--- src/rtl/dac_pkg.sv ---
// Shared types and constants for the SPI DAC transmitter.
package dac_pkg;

    localparam int unsigned MODE_W = 2;

    // Transmitter control states
    typedef enum logic [1:0] {
        ST_IDLE  = 2'd0,
        ST_SETUP = 2'd1,
        ST_SHIFT = 2'd2,
        ST_GAP   = 2'd3
    } dac_state_e;

    // DAC power-mode codes carried in the two bits above the sample
    localparam logic [MODE_W-1:0] MODE_NORMAL  = 2'b00;
    localparam logic [MODE_W-1:0] MODE_PD_1K   = 2'b01;
    localparam logic [MODE_W-1:0] MODE_PD_100K = 2'b10;
    localparam logic [MODE_W-1:0] MODE_PD_TRI  = 2'b11;

    // Cycles SYNC is held low for one frame: setup half-period plus two half-periods per bit
    function automatic int unsigned frame_cycles(input int unsigned clk_div,
                                                 input int unsigned frame_bits);
        return clk_div * (1 + 2 * frame_bits);
    endfunction

endpackage

--- src/rtl/dac_sclk_div.sv ---
// Half-period tick generator for SCLK; the phase restarts whenever it is disabled.
module dac_sclk_div
    import dac_pkg::*;
#(
    parameter int unsigned CLK_DIV = 2
) (
    input  logic clk,
    input  logic rst_n,
    input  logic en_i,
    output logic tick_c_o
);

    localparam int unsigned CNT_W = (CLK_DIV > 1) ? $clog2(CLK_DIV) : 1;
    localparam logic [CNT_W-1:0] RELOAD = CNT_W'(CLK_DIV - 1);

    logic [CNT_W-1:0] cnt_q;
    logic [CNT_W-1:0] cnt_d;

    // Count down through a half-period, reload on the tick or while disabled
    always_comb begin
        cnt_d = cnt_q;
        if (!en_i) begin
            cnt_d = RELOAD;
        end else if (cnt_q == '0) begin
            cnt_d = RELOAD;
        end else begin
            cnt_d = cnt_q - CNT_W'(1);
        end
    end

    // Tick marks the last clk cycle of the current half-period
    assign tick_c_o = en_i && (cnt_q == '0);

    // Phase counter register
    always_ff @(posedge clk or negedge rst_n) begin
        if (!rst_n) begin
            cnt_q <= RELOAD;
        end else begin
            cnt_q <= cnt_d;
        end
    end

endmodule

--- src/rtl/dac_spi_tx.sv ---
// Serial frame transmitter for a 16-bit SPI DAC (DIN/SCLK/SYNC), one sample per handshake.
module dac_spi_tx
    import dac_pkg::*;
#(
    parameter int unsigned DATA_WIDTH = 16,
    parameter int unsigned FRAME_BITS = 24,
    parameter int unsigned CLK_DIV    = 2,
    parameter int unsigned SYNC_IDLE  = 2
) (
    input  logic                  clk,
    input  logic                  rst_n,
    input  logic                  s_valid,
    output logic                  s_ready,
    input  logic [DATA_WIDTH-1:0] s_data,
    input  logic [MODE_W-1:0]     s_mode,
    output logic                  dac_sync,
    output logic                  dac_clk,
    output logic                  dac_din,
    output logic                  busy,
    output logic                  frame_done
);

    localparam int unsigned BIT_W = (FRAME_BITS > 1) ? $clog2(FRAME_BITS) : 1;
    localparam int unsigned GAP_W = (SYNC_IDLE > 1) ? $clog2(SYNC_IDLE) : 1;
    localparam logic [BIT_W-1:0] LAST_BIT   = BIT_W'(FRAME_BITS - 1);
    localparam logic [GAP_W-1:0] GAP_RELOAD = GAP_W'(SYNC_IDLE - 1);

    dac_state_e             state_q,   state_d;
    logic [FRAME_BITS-1:0]  shreg_q,   shreg_d;
    logic [BIT_W-1:0]       bit_cnt_q, bit_cnt_d;
    logic [GAP_W-1:0]       gap_cnt_q, gap_cnt_d;
    logic                   sync_q,    sync_d;
    logic                   sclk_q,    sclk_d;
    logic                   din_q,     din_d;
    logic                   ready_q,   ready_d;
    logic                   busy_q,    busy_d;
    logic                   done_q,    done_d;

    logic                   div_en;
    logic                   tick;
    logic [FRAME_BITS-1:0]  frame_w;

    // Frame word: zero padding, power mode, then the sample
    assign frame_w = FRAME_BITS'({s_mode, s_data});

    // SCLK timing only runs while a frame is on the wire
    assign div_en = (state_q == ST_SETUP) || (state_q == ST_SHIFT);

    dac_sclk_div #(
        .CLK_DIV (CLK_DIV)
    ) u_sclk_div (
        .clk      (clk),
        .rst_n    (rst_n),
        .en_i     (div_en),
        .tick_c_o (tick)
    );

    // Next-state and output logic; DIN moves only when SCLK rises
    always_comb begin
        state_d   = state_q;
        shreg_d   = shreg_q;
        bit_cnt_d = bit_cnt_q;
        gap_cnt_d = gap_cnt_q;
        sync_d    = sync_q;
        sclk_d    = sclk_q;
        din_d     = din_q;
        ready_d   = ready_q;
        busy_d    = busy_q;
        done_d    = 1'b0;

        case (state_q)
            ST_IDLE: begin
                sync_d  = 1'b1;
                sclk_d  = 1'b1;
                ready_d = 1'b1;
                if (s_valid) begin
                    state_d   = ST_SETUP;
                    din_d     = frame_w[FRAME_BITS-1];
                    shreg_d   = {frame_w[FRAME_BITS-2:0], 1'b0};
                    bit_cnt_d = '0;
                    sync_d    = 1'b0;
                    ready_d   = 1'b0;
                    busy_d    = 1'b1;
                end
            end

            ST_SETUP: begin
                if (tick) begin
                    state_d = ST_SHIFT;
                    sclk_d  = 1'b0;
                end
            end

            ST_SHIFT: begin
                if (tick) begin
                    if (!sclk_q) begin
                        sclk_d  = 1'b1;
                        din_d   = shreg_q[FRAME_BITS-1];
                        shreg_d = {shreg_q[FRAME_BITS-2:0], 1'b0};
                    end else if (bit_cnt_q == LAST_BIT) begin
                        // Last high phase doubles as SYNC hold; close the frame
                        state_d   = ST_GAP;
                        sync_d    = 1'b1;
                        din_d     = 1'b0;
                        done_d    = 1'b1;
                        gap_cnt_d = GAP_RELOAD;
                    end else begin
                        sclk_d    = 1'b0;
                        bit_cnt_d = bit_cnt_q + BIT_W'(1);
                    end
                end
            end

            ST_GAP: begin
                if (gap_cnt_q == '0) begin
                    state_d = ST_IDLE;
                    ready_d = 1'b1;
                    busy_d  = 1'b0;
                end else begin
                    gap_cnt_d = gap_cnt_q - GAP_W'(1);
                end
            end

            default: begin
                state_d = ST_GAP;
            end
        endcase
    end

    // State and output registers; reset parks in GAP so SYNC idles before the first frame
    always_ff @(posedge clk or negedge rst_n) begin
        if (!rst_n) begin
            state_q   <= ST_GAP;
            shreg_q   <= '0;
            bit_cnt_q <= '0;
            gap_cnt_q <= GAP_RELOAD;
            sync_q    <= 1'b1;
            sclk_q    <= 1'b1;
            din_q     <= 1'b0;
            ready_q   <= 1'b0;
            busy_q    <= 1'b0;
            done_q    <= 1'b0;
        end else begin
            state_q   <= state_d;
            shreg_q   <= shreg_d;
            bit_cnt_q <= bit_cnt_d;
            gap_cnt_q <= gap_cnt_d;
            sync_q    <= sync_d;
            sclk_q    <= sclk_d;
            din_q     <= din_d;
            ready_q   <= ready_d;
            busy_q    <= busy_d;
            done_q    <= done_d;
        end
    end

    assign s_ready    = ready_q;
    assign dac_sync   = sync_q;
    assign dac_clk    = sclk_q;
    assign dac_din    = din_q;
    assign busy       = busy_q;
    assign frame_done = done_q;

endmodule

--- config.mk ---
export PLATFORM = sky130hd
export DESIGN_NAME = dac_spi_tx
export DESIGN_NICKNAME = d
export VERILOG_FILES = /design/src/rtl/dac_pkg.sv /design/src/rtl/dac_sclk_div.sv /design/src/rtl/dac_spi_tx.sv
export SDC_FILE = /design/constraint.sdc
export NUM_CORES = 1
export LEC_CHECK = 0
export ABC_CLOCK_PERIOD_IN_PS = 2500
export CORE_UTILIZATION = 50
export CTS_CLUSTER_SIZE = 24
export DETAILED_ROUTE_END_ITERATION = 16
export GPL_TIMING_DRIVEN = 1
export PLACE_DENSITY = 0.81
export SYNTH_ARGS = -nofsm -noshare
export SYNTH_HDL_FRONTEND = slang
export SYNTH_SLANG_ARGS = --single-unit
--- constraint.sdc ---
create_clock -name clk -period 2.5 [get_ports clk]
set_clock_uncertainty 0.05 [all_clocks]
set_input_delay 0.375 -clock clk [delete_from_list [all_inputs] [get_ports clk]]
set_output_delay 0.375 -clock clk [all_outputs]
set_load 0.02 [all_outputs]
Word-level counts from Yosys, hierarchy flattened
Index checks and enable logic that the tools add are counted.

storage, ports and cells
  word-level logic and storage cells = 87
  register bits after elaboration = 39
  output and inout port bits = 6

operators by class
  mux-type cells = 43
  $add $sub $neg = 3
  reduce and logical (&&, ||, !) cells = 16
  eq/ne operators = 13
  bitwise gates (word level) = 1

operator list
  kind                                                   count
  two-way mux 24 bit                                     3
  case mux 24 bit (2 select lines)                       1
  two-way mux 1 bit                                      21
  two-way mux 5 bit                                      4
  AND reduction 4 bit                                    4
  inequality test 2 bit, second input constant           7
  two-way mux 2 bit                                      6
  case mux 1 bit (2 select lines)                        5
  case mux 5 bit (2 select lines)                        1
  case mux 2 bit (4 select lines)                        1
  AND reduction 3 bit                                    2
  AND reduction 6 bit                                    1
  nonzero test 2 bit                                     3
  adder 5 x 1 -> 5 bit, second input constant            1
  equality test 5 bit, second input constant             1
  AND reduction 5 bit                                    1
  equality test 2 bit, second input constant             2
  inequality test 3 x 2 -> 1 bit, second input constant  1
  case mux 1 bit (3 select lines)                        1
  nonzero test 3 bit                                     1
  equality test 2 x 1 -> 1 bit, second input constant    1
  logical NOT 2 bit                                      1
  inequality test 2 x 1 -> 1 bit, second input constant  1
  AND reduction 2 bit                                    1
  other kinds (4)                                        5

Depth between registers and ports, before layout
Gate-level depths: netlist of the first run.

  word-level depth = 5
  depth in mapped cells = 7
  gate-level depth less buffers = 6

Hierarchy
From an unflattened synthesis of the first run, not the netlist that was laid out.

unflattened totals
  cell total of the unflattened synthesis = 185
  area total of the unflattened synthesis = 1941.9 um^2

modules (own cells, without submodules)
  module        cells an instance  area an instance (um^2)  times used  seq. area each (um^2)
  dac_spi_tx    182                1898.1                   1           932.1
  dac_sclk_div  3                  43.8                     1           26.3

Worst setup path after synthesis of the first run
Ideal clock, no wire load.

  path type = register to register
  start = reg state_q[0]
  end = reg bit_cnt_q[0]
  period minus slack after synthesis = 1.749 ns
  setup slack = 0.751 ns
  cell stages (with the launch flop) = 7
  data required time = 2.325 ns
  library setup time = 0.125 ns
  arrival time = 1.574 ns
  cells stage by stage = dfstp_2 -> inv_1 -> ha_1 -> mux2i_1 -> a21oi_2 -> nand2_1 -> mux2_4

on the way
  word-level cells in the longest chain between the ends = 5

ends and longest elaborated chain
  item                                                                        RTL line                            RTL
  start: declaration                                                          dac_spi_tx.sv:28                    dac_state_e state_q, state_d;
  start signal: assignment                                                    dac_spi_tx.sv:144                   state_q <= state_d;
  equality test 2 x 1 -> 1 bit / equality test 2 bit (equally long branches)  dac_spi_tx.sv:47, dac_spi_tx.sv:71
  logical OR 1 bit                                                            dac_spi_tx.sv:47                    assign div_en = (state_q == ST_SETUP) || (state_q == ST_SHIFT);
  logical AND 1 bit                                                           dac_sclk_div.sv:32                  assign tick_c_o = en_i && (cnt_q == '0);
  inequality test 2 bit (no line)                                             n/a
  AND reduction 5 bit (no line)                                               n/a
  end signal: assignment                                                      dac_spi_tx.sv:146                   bit_cnt_q <= bit_cnt_d;
  end: declaration                                                            dac_spi_tx.sv:30                    logic [BIT_W-1:0] bit_cnt_q, bit_cnt_d;

Several ways; a longest one is shown, not always the timed one.
A chain may end at the register's enable or synchronous reset.

Worst setup path in the final report of the first run
Same ends and word-level chain as after synthesis.

==> results of run 1 <==
[cells by family after synthesis]
family	synth area share [%]
flops	50.8
compound gates	15.7
mux	12.5
simple gates	13.5
buf+inv	3.52
fa+ha+maj	3.98
[layout make-up]
cell class	count	area, um2	area share [%]
inverters	7	26.3	1.15
clock inverters	3	40.0	1.74
repair buffers	29	283	12.3
clock buffers	5	68.8	3.00
multi-input cells	126	861	37.5
flip-flops and latches	38	958	41.8
well taps	46	57.6	2.51
[layer usage]
layer	wire length [um]	GRT usage (%)	up-vias
met5	0	0	-
met4	83	11.9	0
met3	174	5.25	9
met2	1790	32.6	47
met1	1620	25.7	642
li1	-	-	686
[registers in the layout (all words and copies together), names as in the netlist]
name and cells:
bit_cnt_q 5, busy 1, dac_clk 1, dac_din 1
dac_sync 1, frame_done 1, gap_cnt_q 1, s_ready 1
shreg_q 23, state_q 2, u_sclk_div.cnt_q 1
[final timing paths]
check	start	slack, ps	end
setup / recovery	state_q[0]$_DFFE_PN1P_	490	bit_cnt_q[0]$_DFFE_PN0P_
hold / removal	rst_n	450	busy$_DFFE_PN0P_
setup reg to reg	state_q[0]$_DFFE_PN1P_	490	bit_cnt_q[0]$_DFFE_PN0P_
hold reg to reg	shreg_q[14]$_DFFE_PN0P_	450	shreg_q[14]$_DFFE_PN0P_
max in group asynchronous	rst_n	1590	dac_clk$_DFFE_PN1P_
min in group clk	shreg_q[14]$_DFFE_PN0P_	450	shreg_q[14]$_DFFE_PN0P_
[critical path, delay by kind of cell, from the launching register on]
family	cells	cell delay, ps
mux	2	480
simple gates	1	150
flops	1	560
fa+ha+maj	1	280
compound gates	1	300
buf+inv	1	80
[cell usage in the layout, fill, tap and decap left out, types with 2 or more instances in the layout]
cell / synthesis / layout
a22o_1: 6 / 6
a21oi_2: 2 / 2
nand3_1: 4 / 4
or2_1: 2 / 2
nand2_1: 28 / 28
nor2_1: 3 / 3
a221o_1: 2 / 2
dfrtp_1: 32 / 32
clkinv_2: 0 / 2
o21ai_0: 4 / 4
clkbuf_8: 0 / 5
clkdlybuf4s50_1: 0 / 26
buf_4: 2 / 3
o21ai_1: 23 / 23
dfstp_2: 6 / 6
a21oi_1: 6 / 6
nor3_1: 3 / 3
nand2b_4: 2 / 2
inv_1: 6 / 6
mux2i_1: 22 / 22
ha_1: 6 / 6
[stage by stage]
step                hold slack [ps]  total power, mW  cell area, um2
CTS                             444             1.17            2290
global placement                419            0.672            2190
finish                          445             1.16            2290
global route                    472             1.21            2290
detailed placement              427            0.673            2190
floorplan                      29.4            0.628            1890
[power by group]
part	switching (mW)	total, mW	internal [mW]
clock	0.210	0.503	0.293
sequential	0	0.615	0.615
combinational	0.0168	0.0459	0.0291
==> impl_metrics.tcl, run 1 <==
set metrics [dict create \
    final_util_pct 66.2 \
    postRouteAntennaNets 0 \
    die-area_um2 4020 \
    place_inst 246 \
    diodes 0 \
    finalHoldViolCount 0 \
    grt_pass1_wl_um 6280 \
    yosysTopAreaCellShare_pct 42.5 \
    die_x_um 63.4 \
    die_h_um 63.4 \
    yosysSeqAreaShare_pct 50.8 \
    layout-drive-gt1-share_pct 13.0 \
    critPathKind "flop to flop" \
    cts-buffers-inserted 5 \
    first_pass_iters 4 \
    synthArstFlopShare_pct 100 \
    finalSetupViolations 0 \
    status "complete, no violations" \
    clockBufferDepth 2 \
    portBuffers 26 \
    clk_latency_ps 290 \
    setup_tns_ps 0 \
    syn-num-nets 205 \
    cts.sinks 38 \
    clkTransAtPathRegs_ps 70 \
    synthesis.area_um2 1890 \
    htree_num_levels 2 \
    start_util_pct 54.4 \
    grtUsageTotal_pct 20.7 \
    fin_cells 254 \
    fp.coreArea_um2 3470 \
    maxSlewViolCount 0 \
    critPathRequiredTime_ps 2620 \
    top_level_ports 27 \
    finalCritPeriodShare_pct 80.5 \
    post-cts-setup-buffer-count 0 \
    synth-seq-cells 38 \
    area_growth_pct 21.7 \
    cts_hold_buf 0 \
    grt.overflow.total 0 \
    grt_max_degree 41 \
    ys_types 33 \
    nNetsFinal 234 \
    cp_cell_sequence "inv_1 -> ha_1 -> mux2i_1 -> a21oi_2 -> nand2_1 -> mux2_4" \
    worst_pin_slew_ps 472 \
    relSlewSlack_pct 68.6 \
    num_vias 1384 \
    nFillCells 287 \
    p_per_area_nw_per_um2 507 \
    num_rows 21 \
    dp_hpwl_um 2660 \
    antenna_found_initial 0 \
    setup_ws_ps 487 \
    preCtsSetupSlack_ps 512 \
    r2r_cells 6 \
    viasPerCell 5.45 \
    drt_iter0_drc 84 \
    drv_cap 0 \
    synth-edff-count 0 \
    place_congestion 0.826 \
    critPathLaunchType "flop" \
    ys.flop_type "dfrtp_1" \
    hold_class "primary input to asynchronous set/reset pin" \
    cts_tree "done" \
    netlist_instances 178 \
    end_kind "flop" \
    finalCriticalPeriod_ps 2010 \
    rsz0062_at_grt "no" \
    root_buffer "clkbuf_8" \
    post_drt_wl_per_cell_um 14.4 \
    max_stage_delay_ps 560 \
    yosysMostFrequentCell "dfrtp_1" \
    cp_max_fo 6 \
    cts_resized 0 \
    synth_commonest_cells "dfrtp_1, nand2_1, o21ai_1, mux2i_1" \
    ys_warn_count 0 \
    power.leakage_nw 1.08 \
    cp.arrival_ps 2140 \
    grt_pass1_vias 1366 \
    yosys-top-cells-area "dfrtp_1, mux2i_1, dfstp_2" \
    fmax_mhz 497 \
    synth_top_area_cell "dfrtp_1" \
    slowest_stage "dfstp_2" \
    wl_um 3670 \
    route.detailed.drc 0 \
    ir_drop_uv 304 \
    synth_area_per_cell_um2 10.6 \
]
No activity file was read; power rests on OpenSTA's default activity.
==> run 2: changes to the inputs <==
--- a/config.mk
+++ b/config.mk
@@ -5,8 +5,8 @@
 export SDC_FILE = /design/constraint.sdc
 export NUM_CORES = 1
 export LEC_CHECK = 0
-export ABC_CLOCK_PERIOD_IN_PS = 2500
-export CORE_UTILIZATION = 50
+export ABC_CLOCK_PERIOD_IN_PS = 1800
+export CORE_UTILIZATION = 48
 export CTS_CLUSTER_SIZE = 24
 export DETAILED_ROUTE_END_ITERATION = 16
 export GPL_TIMING_DRIVEN = 1
==> constraint.sdc (replaced) <==
create_clock -name clk -period 1.8 [get_ports clk]
set_clock_uncertainty 0.05 [all_clocks]
set_input_delay 0.27 -clock clk [delete_from_list [all_inputs] [get_ports clk]]
set_output_delay 0.27 -clock clk [all_outputs]
set_load 0.02 [all_outputs]
==> impl_metrics.tcl, run 2 (synthesized netlist as in run 1, its figures left out) <==
set metrics [dict create \
    status "finished with violations" \
    violations "setup timing" \
    portBuffers 26 \
    place_inst 257 \
    first_pass_iters 4 \
    grt.busiest_layer "met2" \
    grt_use_met1_pct 27.5 \
    drt_iter0_drc 44 \
    relSlewSlack_pct 70.3 \
    layout-drive-gt1-share_pct 21.8 \
    p_per_area_nw_per_um2 619 \
    clk_latency_ps 290 \
    fin_cells 268 \
    grt_max_degree 22 \
    worst_pin_slew_ps 446 \
    num_vias 1454 \
    maxSlewViolCount 0 \
    area_growth_pct 32.0 \
    hold_class "primary input to asynchronous set/reset pin" \
    finalCriticalPeriod_ps 1830 \
    cts-buffers-inserted 5 \
    viasPerCell 5.43 \
    r2r_cells 6 \
    dp_hpwl_um 2600 \
    regArea_um2 958 \
    r2r-end "shreg_q[20]$_DFFE_PN0P_" \
    finalCritPeriodShare_pct 102 \
    final_common_cell "dfrtp_1" \
    finalHoldViolCount 0 \
    clkTransAtPathRegs_ps 80 \
    post_drt_wl_per_cell_um 14.3 \
    htree_num_levels 2 \
    nFillCells 297 \
    top_register "shreg_q" \
    fp.coreArea_um2 3720 \
    cts_tree "done" \
    cts.sinks 38 \
    cp_max_fo 11 \
    num_rows 22 \
    grt_use_met2_pct 33.0 \
    largest_register_ffs 23 \
    grt_pass1_vias 1358 \
    route.detailed.drc 0 \
    grtUsageTotal_pct 20.5 \
    finalSetupViolations 7 \
    rsz0062_at_grt "yes" \
    rrSetupSlack_ps -30 \
    die-area_um2 4180 \
    met3_usage_pct 4.75 \
    critPathRequiredTime_ps 1980 \
    reg2reg_from "state_q[1]$_DFFE_PN1P_" \
    postRouteAntennaNets 0 \
    cp.arrival_ps 2010 \
    setup_ws_ps -27.1 \
    antenna_found_initial 0 \
    fmax_mhz 547 \
    top_level_ports 27 \
    die_x_um 64.7 \
    multi_input_area_um2 915 \
    final_cell_mix "dfrtp_1, nand2_1, clkdlybuf4s50_1, o21ai_1, mux2i_1" \
    reg_top3 "shreg_q: 23 flops, bit_cnt_q: 5 flops, state_q: 2 flops" \
    power.leakage_nw 1.17 \
    die_h_um 64.7 \
    wl_um 3820 \
    clockBufferDepth 2 \
    grt.overflow.total 0 \
    grt_pass1_wl_um 6400 \
    critPathKind "flop to flop" \
    place_congestion 0.805 \
    root_buffer "clkbuf_8" \
    diodes 0 \
    nNetsFinal 246 \
    power_mw 1.54 \
    ir_drop_uv 410 \
    critPathLaunchType "flop" \
    drv_cap 0 \
    end_kind "flop" \
    start_util_pct 50.7 \
]
[run 2: worst max-delay path by stage]
| stage | startpoint | to | slack, ps |
|---|---|---|---|
| after global routing | state_q[1]$_DFFE_PN1P_ | shreg_q[20]$_DFFE_PN0P_ | -90 |
| after detailed placement | state_q[1]$_DFFE_PN1P_ | state_q[1]$_DFFE_PN1P_ | -60 |
| final | state_q[1]$_DFFE_PN1P_ | shreg_q[20]$_DFFE_PN0P_ | -30 |
| after floorplan | state_q[0]$_DFFE_PN1P_ | bit_cnt_q[0]$_DFFE_PN0P_ | 50 |
| after CTS | state_q[1]$_DFFE_PN1P_ | state_q[1]$_DFFE_PN1P_ | -40 |
| after global placement | state_q[1]$_DFFE_PN1P_ | state_q[1]$_DFFE_PN1P_ | 10 |
[run 2: layout make-up]
type | count | area share, %
well taps | 48 | 2.41
clock buffers | 6 | 3.32
inverters | 7 | 1.16
clock inverters | 2 | 0.503
repair buffers | 41 | 17.3
flip-flops and latches | 38 | 38.5
multi-input cells | 126 | 36.8
[run 2: repair_timing]
action | 4_1_cts | 5_1_grt
hold endpoints to repair | 13 | 0
pin swaps | 2 | 1
endpoints found under the setup margin | 7 | 30
resized for setup | 7 | 6
hold buffers | 1 | 0
setup buffers | 1 | 1
gates cloned | 0 | 0
[run 2: critical path: stages (launching register included)]
cell	delay, ps
dfstp_2	570
ha_2	240
buf_12	140
inv_2	70
or3_4	410
nor2_4	140
a22o_1	140
[run 2: through the flow]
stage	hold WS (ps)	area [um2]	worst slack, ps	util [%]	setup TNS, ps
floorplan	-75.6	1890	51.1	-	0
global placement	192	2310	14.3	62.3	0
detailed placement	193	2310	-56.8	62.3	-62.4
CTS	418	2450	-43.6	65.9	-222
global route	443	2490	-88.4	67.0	-658
finish	394	2490	-27.1	67.0	-143
[run 2: power by group]
part	total, mW	switching [mW]	internal (mW)
Combinational	0.0699	0.0250	0.0449
Sequential	0.854	0	0.854
Clock	0.617	0.309	0.308
[run 2: routing by layer]
metal | vias to the layer above | part of all wire [%]
met5 | - | 0
met4 | 0 | 0.99
met3 | 5 | 3.5
met2 | 33 | 48
met1 | 701 | 47
li1 | 715 | -
==> run 3: changes to the inputs <==
--- a/config.mk
+++ b/config.mk
@@ -6,6 +6,7 @@
 export NUM_CORES = 1
 export LEC_CHECK = 0
 export ABC_CLOCK_PERIOD_IN_PS = 1800
+export CAP_MARGIN = 20
 export CORE_UTILIZATION = 48
 export CTS_CLUSTER_SIZE = 24
 export DETAILED_ROUTE_END_ITERATION = 16
==> constraint.sdc (replaced) <==
create_clock -name clk -period 1.8 [get_ports clk]
set_clock_uncertainty 0.05 [all_clocks]
set_input_delay 0.27 -clock clk [delete_from_list [all_inputs] [get_ports clk]]
set_output_delay 0.27 -clock clk [all_outputs]
set_load 0.1 [all_outputs]
==> impl_metrics.tcl, run 3 (synthesized netlist as in run 1, its figures left out) <==
set metrics [dict create \
    finalCritPeriodShare_pct 106 \
    critPathKind "flop to flop" \
    start_util_pct 50.7 \
    status "finished with violations" \
    max_stage_delay_ps 590 \
    viasPerCell 5.24 \
    hold_class "primary input to asynchronous set/reset pin" \
    finish.instance_area_um2 2580 \
    final_cell_mix "dfrtp_1, nand2_1, o21ai_1, mux2i_1, clkdlybuf4s50_1" \
    relSlewSlack_pct 68.9 \
    nFillCells 260 \
    cts_tree "done" \
    slowest_stage "dfstp_2" \
    layout-drive-gt1-share_pct 25.7 \
    die_h_um 64.7 \
    diodes 0 \
    fmax_mhz 525 \
    rsz0062_at_grt "yes" \
    fin_cells 274 \
    htree_num_levels 2 \
    cts.sinks 38 \
    power.leakage_nw 1.23 \
    num_vias 1437 \
    cts-buffers-inserted 5 \
    die-area_um2 4180 \
    post_drt_wl_per_cell_um 13.4 \
    clk_latency_ps 290 \
    post_dp_cell_area_um2 2350 \
    largest_register_ffs 23 \
    top_level_ports 27 \
    first_pass_iters 4 \
    dp_hpwl_um 2550 \
    clkTransAtPathRegs_ps 80 \
    clockBufferDepth 2 \
    grt_max_degree 22 \
    place_congestion 0.802 \
    violations "setup timing" \
    critPathRequiredTime_ps 1950 \
    ir_drop_uv 453 \
    regArea_um2 962 \
    fp.coreArea_um2 3720 \
    nNetsFinal 252 \
    grt_pass1_vias 1352 \
    final_util_pct 69.5 \
    die_x_um 64.7 \
    final_common_cell "dfrtp_1" \
    route.detailed.drc 0 \
    end_kind "flop" \
    root_buffer "clkbuf_8" \
    wl_um 3680 \
    num_rows 22 \
    grt_pass1_wl_um 5950 \
    drt_iter0_drc 81 \
    cp.arrival_ps 2060 \
    cp_cell_sequence "inv_4 -> ha_4 -> nand2b_4 -> a221o_1 -> a21oi_2 -> mux2i_1" \
    worst_pin_slew_ps 466 \
    multi_input_area_um2 900 \
    cp_max_fo 4 \
    place_inst 257 \
    top_register "shreg_q" \
    p_per_area_nw_per_um2 628 \
    area_growth_pct 36.9 \
    finalHoldViolCount 0 \
    setup_ws_ps -106 \
    grt.overflow.total 0 \
    critPathLaunchType "flop" \
    holdWs_ps 404 \
    power_mw 1.62 \
    antenna_found_initial 0 \
    finalCriticalPeriod_ps 1910 \
    portBuffers 26 \
    grtUsageTotal_pct 19.0 \
    reg_top3 "shreg_q: 23 flops, bit_cnt_q: 5 flops, state_q: 2 flops" \
    drv_cap 0 \
    finalSetupViolations 3 \
    postRouteAntennaNets 0 \
    maxSlewViolCount 0 \
]
[run 3: cell count changes in the layout (fill, tap and decap cells not counted), moves of 2 or more]
| cell | previous run | this run |
|---|---|---|
| ha_1 | 1 | 3 |
| buf_4 | 9 | 16 |
| buf_12 | 5 | 9 |
| clkdlybuf4s50_1 | 24 | 19 |
[run 3: routing by layer]
metal / GRT usage [%] / vias to the layer above / part of all wire (%)
li1: - / 722 / -
met1: 24.0 / 674 / 46
met2: 30.9 / 37 / 49
met3: 4.93 / 4 / 3.8
met4: 7.78 / 0 / 1.3
met5: 0 / - / 0
[run 3: report_power, final]
group / internal, mW / switching (mW) / leakage [nW]
registers: 0.854 / 0 / 0.489
logic: 0.0450 / 0.0252 / 0.688
clock network: 0.408 / 0.290 / 0.0579
total: 1.31 / 0.316 / 1.23
[run 3: through the flow]
step	TNS, ps	worst slack [ps]
6_report	-178	-106
5_1_grt	-1770	-162
4_1_cts	-118	-24.9
3_5_place_dp	-206	-37.4
3_3_place_gp	0	3.53
2_1_floorplan	0	51.1
[run 3: final timing paths]
check	slack (ps)	end	start	depth (start not counted)
max in group asynchronous	760	dac_clk$_DFFE_PN1P_	rst_n	3
min	400	busy$_DFFE_PN0P_	rst_n	2
min in group clk	440	shreg_q[4]$_DFFE_PN0P_	shreg_q[4]$_DFFE_PN0P_	2
max	-110	state_q[1]$_DFFE_PN1P_	state_q[1]$_DFFE_PN1P_	6
max reg2reg	-110	state_q[1]$_DFFE_PN1P_	state_q[1]$_DFFE_PN1P_	6
min reg2reg	440	shreg_q[4]$_DFFE_PN0P_	shreg_q[4]$_DFFE_PN0P_	2
[run 3: final cells by class]
class	instances	area share [%]
clock inverter	3	1.55
clock buffer	5	2.67
timing repair buffer	47	20.0
multi-input combinational	126	34.9
sequential	38	37.3
inverter	7	1.31
tap	48	2.33
[run 3: timing repair]
item                                    CTS  global route
gates resized for setup                   5             7
endpoints found under the setup margin   16            27
setup buffers                             0             8
hold buffers                              1             0
pin swaps                                 1             3
endpoints found under the hold margin    13             0
cloned                                    0             0
[run 3: worst max-delay path, delay by kind of cell (launching register included)]
kind / cells / cell delay, ps
fa+ha+maj: 1 / 270
flops: 1 / 590
buf+inv: 1 / 70
compound gates: 2 / 500
simple gates: 1 / 60
mux: 1 / 280
